<file path="config.mk">
export PLATFORM = sky130hd
export DESIGN_NAME = lamp_controller_pwm
export DESIGN_NICKNAME = d
export VERILOG_FILES = /design/src/rtl/lamp_controller_pwm.sv
export SDC_FILE = /design/constraint.sdc
export NUM_CORES = 1
export LEC_CHECK = 0
export BUFFER_PORTS_ARGS = -buffer_cell sky130_fd_sc_hd__buf_2
export CAP_MARGIN = 25
export CORE_MARGIN = 3
export CORE_UTILIZATION = 35
export CTS_CLUSTER_DIAMETER = 30
export CTS_CLUSTER_SIZE = 12
export DETAILED_ROUTE_END_ITERATION = 10
export GPL_TIMING_DRIVEN = 0
export PLACE_DENSITY = 0.68
export SYNTH_ARGS = -nofsm -noshare
export SYNTH_HDL_FRONTEND = slang
export SYNTH_SLANG_ARGS = --single-unit
</file>
<file path="constraint.sdc">
create_clock -name clk -period 3.5 [get_ports clk]
set_input_delay 0.7 -clock clk [delete_from_list [all_inputs] [get_ports clk]]
set_output_delay 0.7 -clock clk [all_outputs]
set_load 0.01 [all_outputs]
</file>
<file path="src/rtl/lamp_controller_pwm.sv">
// Vehicle lamp controller: PWM tail/brake/reverse lamps, auto-light with
// hysteresis and dwell, turn/hazard blinker and flash-to-pass headlamps.
module lamp_controller_pwm #(
  parameter int PWM_W      = 4,
  parameter int TAIL_DUTY  = 5,
  parameter int REV_DUTY   = 11,
  parameter int BRAKE_DUTY = 16,
  parameter int CDS_W      = 8,
  parameter int DARK_ON    = 200,
  parameter int DARK_OFF   = 220,
  parameter int DWELL      = 4,
  parameter int BLINK_HALF = 8
) (
  input  logic             clk,
  input  logic             rst,
  input  logic             sw_headlight,
  input  logic             sw_high_beam,
  input  logic             pass_req,
  input  logic [CDS_W-1:0] cds_val,
  input  logic             is_brake,
  input  logic             is_reverse,
  input  logic             turn_left_req,
  input  logic             turn_right_req,
  input  logic             hazard_req,
  output logic [3:0]       fc_red,
  output logic [3:0]       fc_green,
  output logic [3:0]       fc_blue,
  output logic [7:0]       led_port,
  output logic             is_dark,
  output logic             blink_on
);

  localparam int PW1  = PWM_W + 1;
  localparam int DW_W = (DWELL > 1) ? $clog2(DWELL) : 1;
  localparam int TM_W = (BLINK_HALF > 1) ? $clog2(BLINK_HALF) : 1;

  localparam logic [PW1-1:0]   TAIL_D     = PW1'(TAIL_DUTY);
  localparam logic [PW1-1:0]   REV_D      = PW1'(REV_DUTY);
  localparam logic [PW1-1:0]   BRAKE_D    = PW1'(BRAKE_DUTY);
  localparam logic [CDS_W-1:0] DARK_ON_V  = CDS_W'(DARK_ON);
  localparam logic [CDS_W-1:0] DARK_OFF_V = CDS_W'(DARK_OFF);
  localparam logic [DW_W-1:0]  DWELL_LAST = DW_W'(DWELL - 1);
  localparam logic [TM_W-1:0]  HALF_LAST  = TM_W'(BLINK_HALF - 1);

  typedef enum logic [1:0] {IDLE, ON, OFF} blink_t;

  // One extra bit lets a duty of 2^PWM_W mean "always on".
  function automatic logic pwm(input logic [PWM_W-1:0] c, input logic [PW1-1:0] d);
    return {1'b0, c} < d;
  endfunction

  logic [PWM_W-1:0] cnt;
  logic [DW_W-1:0]  dwell_cnt;
  logic [TM_W-1:0]  timer;
  blink_t           state;
  logic             toggle_dark, head_on, high_on, any_req, left_side, right_side;
  logic             tail_outer, tail_inner;
  logic             tail_outer_p1, tail_inner_p1, turn_l_p1, turn_r_p1;

  assign toggle_dark = (!is_dark && (cds_val < DARK_ON_V)) || (is_dark && (cds_val > DARK_OFF_V));
  assign head_on     = sw_headlight | is_dark;
  assign high_on     = (head_on & sw_high_beam) | pass_req;
  assign tail_outer  = is_brake ? pwm(cnt, BRAKE_D) : (head_on & pwm(cnt, TAIL_D));
  assign tail_inner  = is_reverse ? pwm(cnt, REV_D) : tail_outer;
  assign any_req     = turn_left_req | turn_right_req | hazard_req;
  assign left_side   = hazard_req | turn_left_req;
  assign right_side  = hazard_req | turn_right_req;

  // Stage p1: registered headlamps, tails and auto-light filter.
  always_ff @(posedge clk or posedge rst) begin
    if (rst) begin
      cnt           <= '0;
      dwell_cnt     <= '0;
      is_dark       <= 1'b0;
      fc_red        <= '0;
      fc_green      <= '0;
      fc_blue       <= '0;
      tail_outer_p1 <= 1'b0;
      tail_inner_p1 <= 1'b0;
    end else begin
      cnt           <= cnt + 1'b1;
      fc_red        <= {head_on, head_on, high_on, high_on};
      fc_green      <= {head_on, head_on, high_on, high_on};
      fc_blue       <= {head_on, head_on, high_on, high_on};
      tail_outer_p1 <= tail_outer;
      tail_inner_p1 <= tail_inner;
      if (!toggle_dark) begin
        dwell_cnt <= '0;
      end else if (dwell_cnt == DWELL_LAST) begin
        is_dark   <= ~is_dark;
        dwell_cnt <= '0;
      end else begin
        dwell_cnt <= dwell_cnt + 1'b1;
      end
    end
  end

  // Stage p1: blinker FSM; lamp bits follow the state being entered.
  always_ff @(posedge clk or posedge rst) begin
    if (rst) begin
      state     <= IDLE;
      timer     <= '0;
      blink_on  <= 1'b0;
      turn_l_p1 <= 1'b0;
      turn_r_p1 <= 1'b0;
    end else if (!any_req) begin
      state     <= IDLE;
      timer     <= '0;
      blink_on  <= 1'b0;
      turn_l_p1 <= 1'b0;
      turn_r_p1 <= 1'b0;
    end else begin
      case (state)
        IDLE: begin
          state     <= ON;
          timer     <= '0;
          blink_on  <= 1'b1;
          turn_l_p1 <= left_side;
          turn_r_p1 <= right_side;
        end
        ON: begin
          if (timer == HALF_LAST) begin
            state     <= OFF;
            timer     <= '0;
            blink_on  <= 1'b0;
            turn_l_p1 <= 1'b0;
            turn_r_p1 <= 1'b0;
          end else begin
            timer     <= timer + 1'b1;
            blink_on  <= 1'b1;
            turn_l_p1 <= left_side;
            turn_r_p1 <= right_side;
          end
        end
        OFF: begin
          if (timer == HALF_LAST) begin
            state     <= ON;
            timer     <= '0;
            blink_on  <= 1'b1;
            turn_l_p1 <= left_side;
            turn_r_p1 <= right_side;
          end else begin
            timer     <= timer + 1'b1;
            blink_on  <= 1'b0;
            turn_l_p1 <= 1'b0;
            turn_r_p1 <= 1'b0;
          end
        end
        default: begin
          state     <= IDLE;
          timer     <= '0;
          blink_on  <= 1'b0;
          turn_l_p1 <= 1'b0;
          turn_r_p1 <= 1'b0;
        end
      endcase
    end
  end

  assign led_port = {turn_l_p1, turn_l_p1, tail_outer_p1, tail_inner_p1,
                     tail_inner_p1, tail_outer_p1, turn_r_p1, turn_r_p1};

endmodule
</file>
-- Word level (Yosys, flattened, before mapping)
Index checks and enable logic that the tools add are counted.
- add/sub/neg operators: 3
- multiply operators: 0
- divide/modulo/power cells: 0
- order comparisons: 4
- eq/ne operators: 6
- shifts and indexed selects: 0
- multiplexer cells: 23
- bitwise gates (word level): 9
- reductions and logical operators: 8
- operators by type and width (cell ; number):
    $mux W1 ; 11
    $mux W2 ; 5
    $mux W3 ; 3
    $pmux W1 S3 ; 3
    $gt A8 B8 Y1 const B ; 1
    $lt A8 B8 Y1 const B ; 1
    $ne A3 B3 Y1 const B ; 2
    $or A1 B1 Y1 ; 6
    $pmux W2 S3 ; 1
    $add A4 B1 Y4 const B ; 1
    $eq A2 B2 Y1 const B ; 2
    $lt A4 B3 Y1 const B ; 1
    $lt A4 B4 Y1 const B ; 1
    $reduce_and A2 Y1 ; 2
    $add A3 B1 Y3 const B ; 1
    $eq A3 B3 Y1 const B ; 1
    $add A2 B1 Y2 const B ; 1
    $and A1 B1 Y1 ; 2
    $eq A2 B1 Y1 const B ; 1
    $logic_and A1 B1 Y1 ; 2
    $logic_not A2 Y1 ; 1
    $reduce_or A2 Y1 ; 1
    $logic_not A1 Y1 ; 1
    $logic_or A1 B1 Y1 ; 1
    $not A1 Y1 ; 1
- bits in registers: 20
- bits in latches: 0
- bits in writable memories: 0
- bits in read-only memories: 0
- bits of input ports: 18
- output and inout port bits: 22
- memories kept: 0

-- Depth between registers and ports, before layout
Gate-level depths: netlist of run 1.
- depth in word-level cells: 4
- mapped depth: 5
- gate-level depth less buffers: 5

-- Worst setup path before layout of run 1
Ideal clock, no wire load.
- path kind: input to register
- start: in cds_val[0]
- end: reg dwell_cnt[1]
- setup time: 0.122 ns
- arrival time: 1.298 ns
- data required time: 3.378 ns
- slack: 2.080 ns
- stages on the path: 3
- path buffers: 0
- path through: o2111ai_1 > and3_1 > a2111oi_1
- word-level cells in the longest chain between the ends: 4
- elaborated cells on any way between the ends: 6
- those cells by class: 2 x order compare; 1 x mux; 3 x reduce/logical
- RTL lines (element ; line ; text):
    start, declared ; 19 ; input logic [CDS_W-1:0] cds_val,
    $lt A8 B8 Y1 or $gt A8 B8 Y1 (tied branches) ; 60 ; assign toggle_dark = (!is_dark && (cds_val < DARK_ON_V)) || (is_dark && (cds_val > DARK_OFF_V));
    $logic_and A1 B1 Y1 ; 60 ;
    $logic_or A1 B1 Y1 (*) ; 60 ;
    $mux W2 (*) ; 87 ; if (!toggle_dark) begin
    end signal, assigned ; 93 ; dwell_cnt <= dwell_cnt + 1'b1;
    end, declared ; 53 ; logic [DW_W-1:0] dwell_cnt;
Every way passes the cells marked *; elsewhere a longest branch is shown, timed or not.
A chain may end at the register's enable or synchronous reset.

-- Worst setup path after layout of run 1
- start: reg fc_blue[2] (netlist name)
- end: out fc_blue[3]
- RTL lines (element ; line ; text):
    end, declared ; 27 ; output logic [3:0] fc_blue,
No word-level cell between the ends.

==> results of run 1 <==
## per-layer routing
layer / routed length (um) / vias to the layer above / share of wire, % / global-route usage [%]
li1: - / 400 / - / -
met1: 722 / 374 / 39 / 12.3
met2: 908 / 27 / 49 / 19.3
met3: 185 / 3 / 10 / 4.10
met4: 25 / 0 / 1.4 / 4.75
met5: 0 / - / 0 / 0
## final cells by class
type	count	area, um2	area share [%]
well taps	31	38.8	3.01
plain buffers	18	135	10.5
clock buffers	4	26.3	2.04
flip-flops and latches	19	475	36.9
multi-input cells	51	385	29.9
repair buffers	39	195	15.1
inverters	9	33.8	2.62
## synth_stat cells, drive strengths merged (2+ instances only)
| master | count |
|---|---|
| inv | 9 |
| dfrtp | 19 |
| nand2b | 4 |
| nand2 | 3 |
| nor2 | 2 |
| ha | 10 |
| a21oi | 5 |
| o21a | 3 |
| and3 | 3 |
| a211oi | 2 |
| nor3 | 6 |
| buf | 18 |
## placed cells by master (no fill, tap or decap)
cell       Yosys  final
ha_1          10     10
a31o_1         1      1
a211o_1        1      1
buf_4         18     18
xnor2_1        1      1
a2111oi_1      1      1
o21a_1         3      3
nand2b_1       4      4
nand4_1        1      1
inv_1          9      9
o211ai_1       1      1
o211a_1        1      1
clkbuf_4       0      3
buf_2          0     39
or3_1          1      1
and3_1         3      3
or2_4          1      1
nand2_1        3      3
a21o_1         1      1
nor2_1         2      2
clkbuf_1       0      1
nand3_1        1      1
a211oi_1       2      2
o2111ai_1      1      1
xor2_1         1      1
nor3_1         6      6
dfrtp_1       19     19
a21oi_1        5      5
## through the flow
step	setup WS (ns)	utilization (%)	hold WS, ns
2_1_floorplan	2.08	-	0.412
3_5_place_dp	1.92	45.4	0.441
3_3_place_gp	1.91	45.4	0.430
5_1_grt	1.72	46.4	0.475
4_1_cts	1.75	46.4	0.457
6_report	1.78	46.4	0.446
## logic make-up after synthesis
family | count (synthesis) | synth area share, %
AOI/OAI and AO/OA | 17 | 12.0
xor gates and xnor gates | 2 | 1.70
adders and majority gates | 10 | 12.2
buffers and inverters | 27 | 16.4
DFF | 19 | 46.2
and+or+nand+nor | 22 | 11.5
## flip-flops by register name, indices dropped and copies added, names as in the netlist
name / count
cnt: 4
timer: 3
dwell_cnt: 2
fc_blue: 2
state: 2
blink_on: 1
is_dark: 1
tail_inner_p1: 1
tail_outer_p1: 1
turn_l_p1: 1
turn_r_p1: 1
## worst register-to-register path: stages, from the launching register on
cell	delay, ns
dfrtp_1	0.40
ha_1	0.22
ha_1	0.25
nand2b_1	0.20
a21oi_1	0.16
a211oi_1	0.07
## how the worst max path moves through the flow
stage	startpoint	endpoint	slack, ns	cells after the start
final	fc_blue[2]$_DFF_PP0_	fc_blue[3]	1.78	2
after global routing	fc_blue[2]$_DFF_PP0_	fc_red[3]	1.72	2
after CTS	fc_blue[2]$_DFF_PP0_	fc_blue[3]	1.75	2
after detailed placement	cds_val[4]	dwell_cnt[1]$_DFF_PP0_	1.92	4
after global placement	cds_val[4]	dwell_cnt[1]$_DFF_PP0_	1.91	4
after floorplan	cds_val[0]	dwell_cnt[1]$_DFF_PP0_	2.08	3
## power by group through the flow
stage                     clock network (W)  registers, W  logic [W]
final                              0.000113      0.000311   0.000299
after CTS                          0.000121      0.000312   0.000303
after floorplan                           0      0.000311   0.000206
after detailed placement                  0      0.000317   0.000302
after global routing               0.000126      0.000319   0.000338
after global placement                    0      0.000310   0.000292
==> results.md, run 1 <==
* Dominant synthesized flop cell: dfrtp_1
* Clk_lat worst skew at 0.30 ns
* Setup-failing EPs final at 0
* Vias at 804
* Min-delay worst type: flip-flop to flip-flop
* Maxcap violations at 0
* Post-DP Area at 1260 um2
* Final Max Tran Viols at 0
* Fmax at 581 MHz
* Final-report hold violation count at 0
* R2R Setup Slk at 2.09 ns
* Core box area at 2780 um2
* DRC at 0
* Post-route clock period utilization at 49.2%
* Mean Syn Cell Area at 10.6 um2
* Post-synth top area cell: dfrtp_1
* PwrDens at 560 nW/um2
* Synthesized area at just over 1000 um2
* Slowest stage delay, CP at 0.44 ns
* Worst reg2reg startpoint: timer[0]$_DFF_PP0_
* Num ports at 40
* GR Util All Layers at 11.2%
* Die H at roughly 60 um
* Peak supply drop at around 0.00036 V
* Hold_sp: timer[0]$_DFF_PP0_
* Post-CTS sizing at 0
* #FFs+latches synth at 19
* Final clock skew at 0.00177 ns
* Mean number of vias per cell at 4.70
* DR WL/cell at 10.8 um
* Hold Path Depth at 1
* Vias in the first global route at 715
* Switching part of the total power at 33.8%
* Data arrival time of the worst path at 1.02 ns
* Fillers at about 270
* CP max FO at 6
* Slowest CP cell: dfrtp_1
* Placer Congestion at ~0.79
* Worst path cell trace: buf_4, buf_2
* CP Capture Type: output pin
* Post-route ant nets at 0
* Synth unique cells at 25
* Fin area at 1290 um2
* Internal power at around 0.00048 W
* Syn_nets at 125
* Layout cell share with drive strength beyond 1 at 43.6%
* Row Count at 19
* Worst-margin pin slew at 0.709 ns
* Sink Count at 19
* # hold bufs at CTS at 0
* N_diodes at 0
* Initial antenna violation count at 0
* Root buf cell: clkbuf_4
* RSZ-0062 raised after global routing: false
* Share of power burned in registers at ~43%
* FF-to-FF End: state[0]$_DFFE_PP0P_
* Final #Nets at 169
* Bufs and invs on worst path at 2
* DRT Pass-1 Iters at 4
* R2R depth at 5
* Yosys Warn Count at 0
* Worst-case hold path end point: timer[0]$_DFF_PP0_
* Cells after Synth at 97
* CP Launch Type: flip-flop
* Die Footprint at ~3600 um2
* Power share of the combinational group at 41.4%
* Sequential share of the synthesized area at 46.2%
* Post-layout min period at roughly 1.7 ns
* Chip Width at 60.2 um
* Clock transition at the registers of the reported paths at 0.10 ns
* Post-synth ARST share at 100%
* DP Cell Count at 167
* First-pass GRT wire length at 2.98 mm
* Total gr overflow at 0
* Final non-filler cell total at 171
* Worst slew margin at a little over half
* Initial Utilization at 37.0%
* Top area cells in the synthesized netlist: dfrtp_1, buf_4, ha_1
* CP required at 2.80 ns
* Setup bufs post-CTS at 0
* Max clock buf depth at 2
* CP delay by family, top: flip-flops
* Top cell type's share of synthesized area at 46.2%
* Clk pwr share at 15.6%
* EDFF count, synth at 0
* DP HPWL at 1.47 mm
* WS Path Type: flip-flop to output pin
* NetSw at 0.000244 W
* Leak at 0.683 nW
* TritonCTS clock tree: yes
* Final wirelength at 1.84 mm
* Largest net degree at the start of global routing at 20
* Status: completed
* Power after layout at approximately 0.00072 W
* Num CTS Buffers at 3
* Synth-to-layout area growth at 25.3%
* H-tree depth reported by CTS at 1
* Drt initial violations at 22
* PortBufs at 39
* Sum of negative setup slack at 0 ns
Power figures use the tool's default switching activity.
==> run 2, diff against run 1 <==
--- a/config.mk
+++ b/config.mk
@@ -13,7 +13,7 @@
 export CTS_CLUSTER_SIZE = 12
 export DETAILED_ROUTE_END_ITERATION = 10
 export GPL_TIMING_DRIVEN = 0
-export PLACE_DENSITY = 0.68
+export PLACE_DENSITY = 0.7
 export SYNTH_ARGS = -nofsm -noshare
 export SYNTH_HDL_FRONTEND = slang
 export SYNTH_SLANG_ARGS = --single-unit
==> constraint.sdc (replaced) <==
create_clock -name clk -period 1.4 [get_ports clk]
set_input_delay 0.28 -clock clk [delete_from_list [all_inputs] [get_ports clk]]
set_output_delay 0.28 -clock clk [all_outputs]
set_load 0.01 [all_outputs]
==> run 2 against run 1 <==
Wire length down 4.2%. Power increased to 2.5 times the previous value. Clock power rose by 140%. Via count is 1.7% lower. Clock skew about the same. Cell count unchanged. Cell area increased by 1.8%. Hold slack got worse by 0.36 ns. Critical endpoint is now state[1]$_DFFE_PP0P_. Critical path depth grew 3. Sequential power up 150%. Die area unchanged. Clock-buffer cell count is 1 lower.
==> results.md, run 2 (synthesized netlist as in run 1, its figures left out) <==
* H-tree depth reported by CTS at 1 (unchanged)
* DRT Pass-1 Iters at 4 (unchanged)
* Die H at 60.2 um (unchanged)
* CP required at 1.58 ns (was 2.80 ns)
* Most Crowded Layer GR: met2 (unchanged)
* Drt initial violations at 16 (was 22)
* Die Footprint at 3630 um2 (unchanged)
* Most frequent cells in the layout: buf_2, dfrtp_1, buf_4 (unchanged)
* Clock transition at the registers of the reported paths at 0.11 ns (was 0.10 ns)
* CP Capture Type: flip-flop (was output pin)
* Worst-margin pin slew at 0.710 ns (was 0.709 ns)
* Maxcap violations at 0 (unchanged)
* Status: completed (unchanged)
* DRC at 0 (unchanged)
* R2R depth at 5 (unchanged)
* Post-layout min period at 1.35 ns
* Clk_lat worst skew at 0.29 ns (was 0.30 ns)
* Synth-to-layout area growth at 27.6% (was 25.3%)
* Worst slew margin at 52.6% (was 52.7%)
* Total gr overflow at 0 (unchanged)
* Met1 usage at 10.7% (was 12.3%)
* Final Max Tran Viols at 0 (unchanged)
* Leak at 0.685 nW (was 0.683 nW)
* Post-DP Area at 1260 um2 (unchanged)
* NetSw at 0.000607 W (was 0.000244 W)
* Clk pwr share at 15.1% (was 15.6%)
* Setup bufs post-CTS at 0 (unchanged)
* Final #Nets at 169 (unchanged)
* PwrDens at 1380 nW/um2 (was 560 nW/um2)
* Vias in the first global route at 724 (was 715)
* Initial antenna violation count at 0 (unchanged)
* First-pass GRT wire length at 2.76 mm (was 2.98 mm)
* Internal power at 0.00120 W (was 0.000478 W)
* PortBufs at 39 (unchanged)
* Share of power burned in registers at 42.9% (was 43.0%)
* # hold bufs at CTS at 0 (unchanged)
* CP max FO at 5 (was 6)
* Power share of the combinational group at 42.0% (was 41.4%)
* Sink Count at 19 (unchanged)
* Vias at 790 (was 804)
* DP HPWL at 1.42 mm (was 1.47 mm)
* Max clock buf depth at 2 (unchanged)
* Chip Width at 60.2 um (unchanged)
* Setup-failing EPs final at 0 (unchanged)
* Largest net degree at the start of global routing at 20 (unchanged)
* Final-report hold violation count at 0 (unchanged)
* Fmax at 741 MHz
* DR WL/cell at 10.3 um (was 10.8 um)
* Layout cell share with drive strength beyond 1 at 47.9% (was 43.6%)
* Initial Utilization at 37.0% (unchanged)
* Met3 GRT Util at 1.30% (was 4.10%)
* Largest register by flop count: cnt (unchanged)
* Switching part of the total power at 33.6% (was 33.8%)
* WS Path Type: flip-flop to flip-flop (was flip-flop to output pin)
* Num ports at 40 (unchanged)
* Num CTS Buffers at 3 (unchanged)
* Root buf cell: clkbuf_4 (unchanged)
* Regs by FF count: cnt: 4 flops, timer: 3 flops (unchanged)
* GR Util All Layers at 9.85% (was 11.2%)
* Final clock skew at 0.00226 ns (was 0.00177 ns)
* Peak supply drop at 0.000859 V (was 0.000361 V)
* Met2 Usage GRT at 18.4% (was 19.3%)
* Leading cell type in the layout, fill and taps excluded: buf_2 (unchanged)
* N_diodes at 0 (unchanged)
* Hold slack at 0.0845 ns (was 0.446 ns)
* Mean number of vias per cell at 4.62 (was 4.70)
* Fin area at 1310 um2 (was 1290 um2)
* Data arrival time of the worst path at 1.53 ns (was 1.02 ns)
* Min-delay worst type: primary input to asynchronous set/reset pin (was flip-flop to flip-flop)
* Post-route clock period utilization at 96.4%
* TritonCTS clock tree: yes (unchanged)
* Post-route ant nets at 0 (unchanged)
* Core box area at 2780 um2 (unchanged)
* Placer Congestion at 0.730 (was 0.789)
* Final wirelength at 1.76 mm (was 1.84 mm)
* Max FFs per register at 4 (unchanged)
* CP Launch Type: flip-flop (unchanged)
* Sum of negative setup slack at 0 ns (unchanged)
* Row Count at 19 (unchanged)
-- run 2: cell count changes in the layout (fill, tap and decap cells not counted), sizes merged --
| cell | previous run | this run |
|---|---|---|
| clkinv | 0 | 1 |
| clkbuf | 4 | 3 |
-- run 2: layout make-up --
class,count,area (um2)
clock buffer,3,22.5
multi-input combinational,51,408
fill,263,1470
buffer,18,135
clock inverter,1,5.00
inverter,9,33.8
sequential,19,475
tap,31,38.8
timing repair buffer,39,195
-- run 2: path summary, 6_finish.rpt --
check / startpoint / to / slack, ns
hold / removal: rst / tail_inner_p1$_DFF_PP0_ / 0.08
hold reg to reg: timer[0]$_DFF_PP0_ / timer[0]$_DFF_PP0_ / 0.45
min in group clk: pass_req / fc_blue[1]$_DFF_PP0_ / 0.16
max in group asynchronous: rst / cnt[2]$_DFF_PP0_ / 0.87
setup reg to reg: timer[0]$_DFF_PP0_ / state[1]$_DFFE_PP0P_ / 0.05
setup / recovery: timer[0]$_DFF_PP0_ / state[1]$_DFFE_PP0P_ / 0.05
-- run 2: routing by layer --
metal / wire length [um] / share of wire [%]
met2: 974 / 55
met3: 80 / 4.5
met1: 707 / 40
met5: 0 / 0
met4: 0 / 0
-- run 2: what timing repair did --
| action | in CTS | in global routing |
|---|---|---|
| setup endpoints to repair | 0 | 4 |
| endpoints found under the hold margin | 0 | 0 |
| gates resized for setup | 0 | 5 |
-- run 2: per-stage QoR --
step	setup WS [ns]	power, W	util [%]	cells
4_1_cts	0.00161	0.00181	46.4	171
3_5_place_dp	0.0247	0.00154	45.4	167
5_1_grt	-0.0153	0.00195	47.2	171
2_1_floorplan	0.129	0.00129	-	97
3_3_place_gp	0.0645	0.00150	45.4	167
6_report	0.0508	0.00181	47.2	171
-- run 2: critical path, cell delays in order (launching register included) --
cell      delay, ns
dfrtp_1        0.40
ha_1           0.22
ha_2           0.21
nand2b_4       0.16
a21oi_1        0.18
a211oi_2       0.06
-- run 2: power groups by stage --
| stage | Combinational, W | Sequential [W] | Clock [W] |
|---|---|---|---|
| after floorplan | 0.000515 | 0.000777 | 0 |
| after global placement | 0.000725 | 0.000778 | 0 |
| after detailed placement | 0.000748 | 0.000788 | 0 |
| after CTS | 0.000750 | 0.000777 | 0.000283 |
| after global routing | 0.000855 | 0.000794 | 0.000307 |
| final | 0.000759 | 0.000775 | 0.000273 |
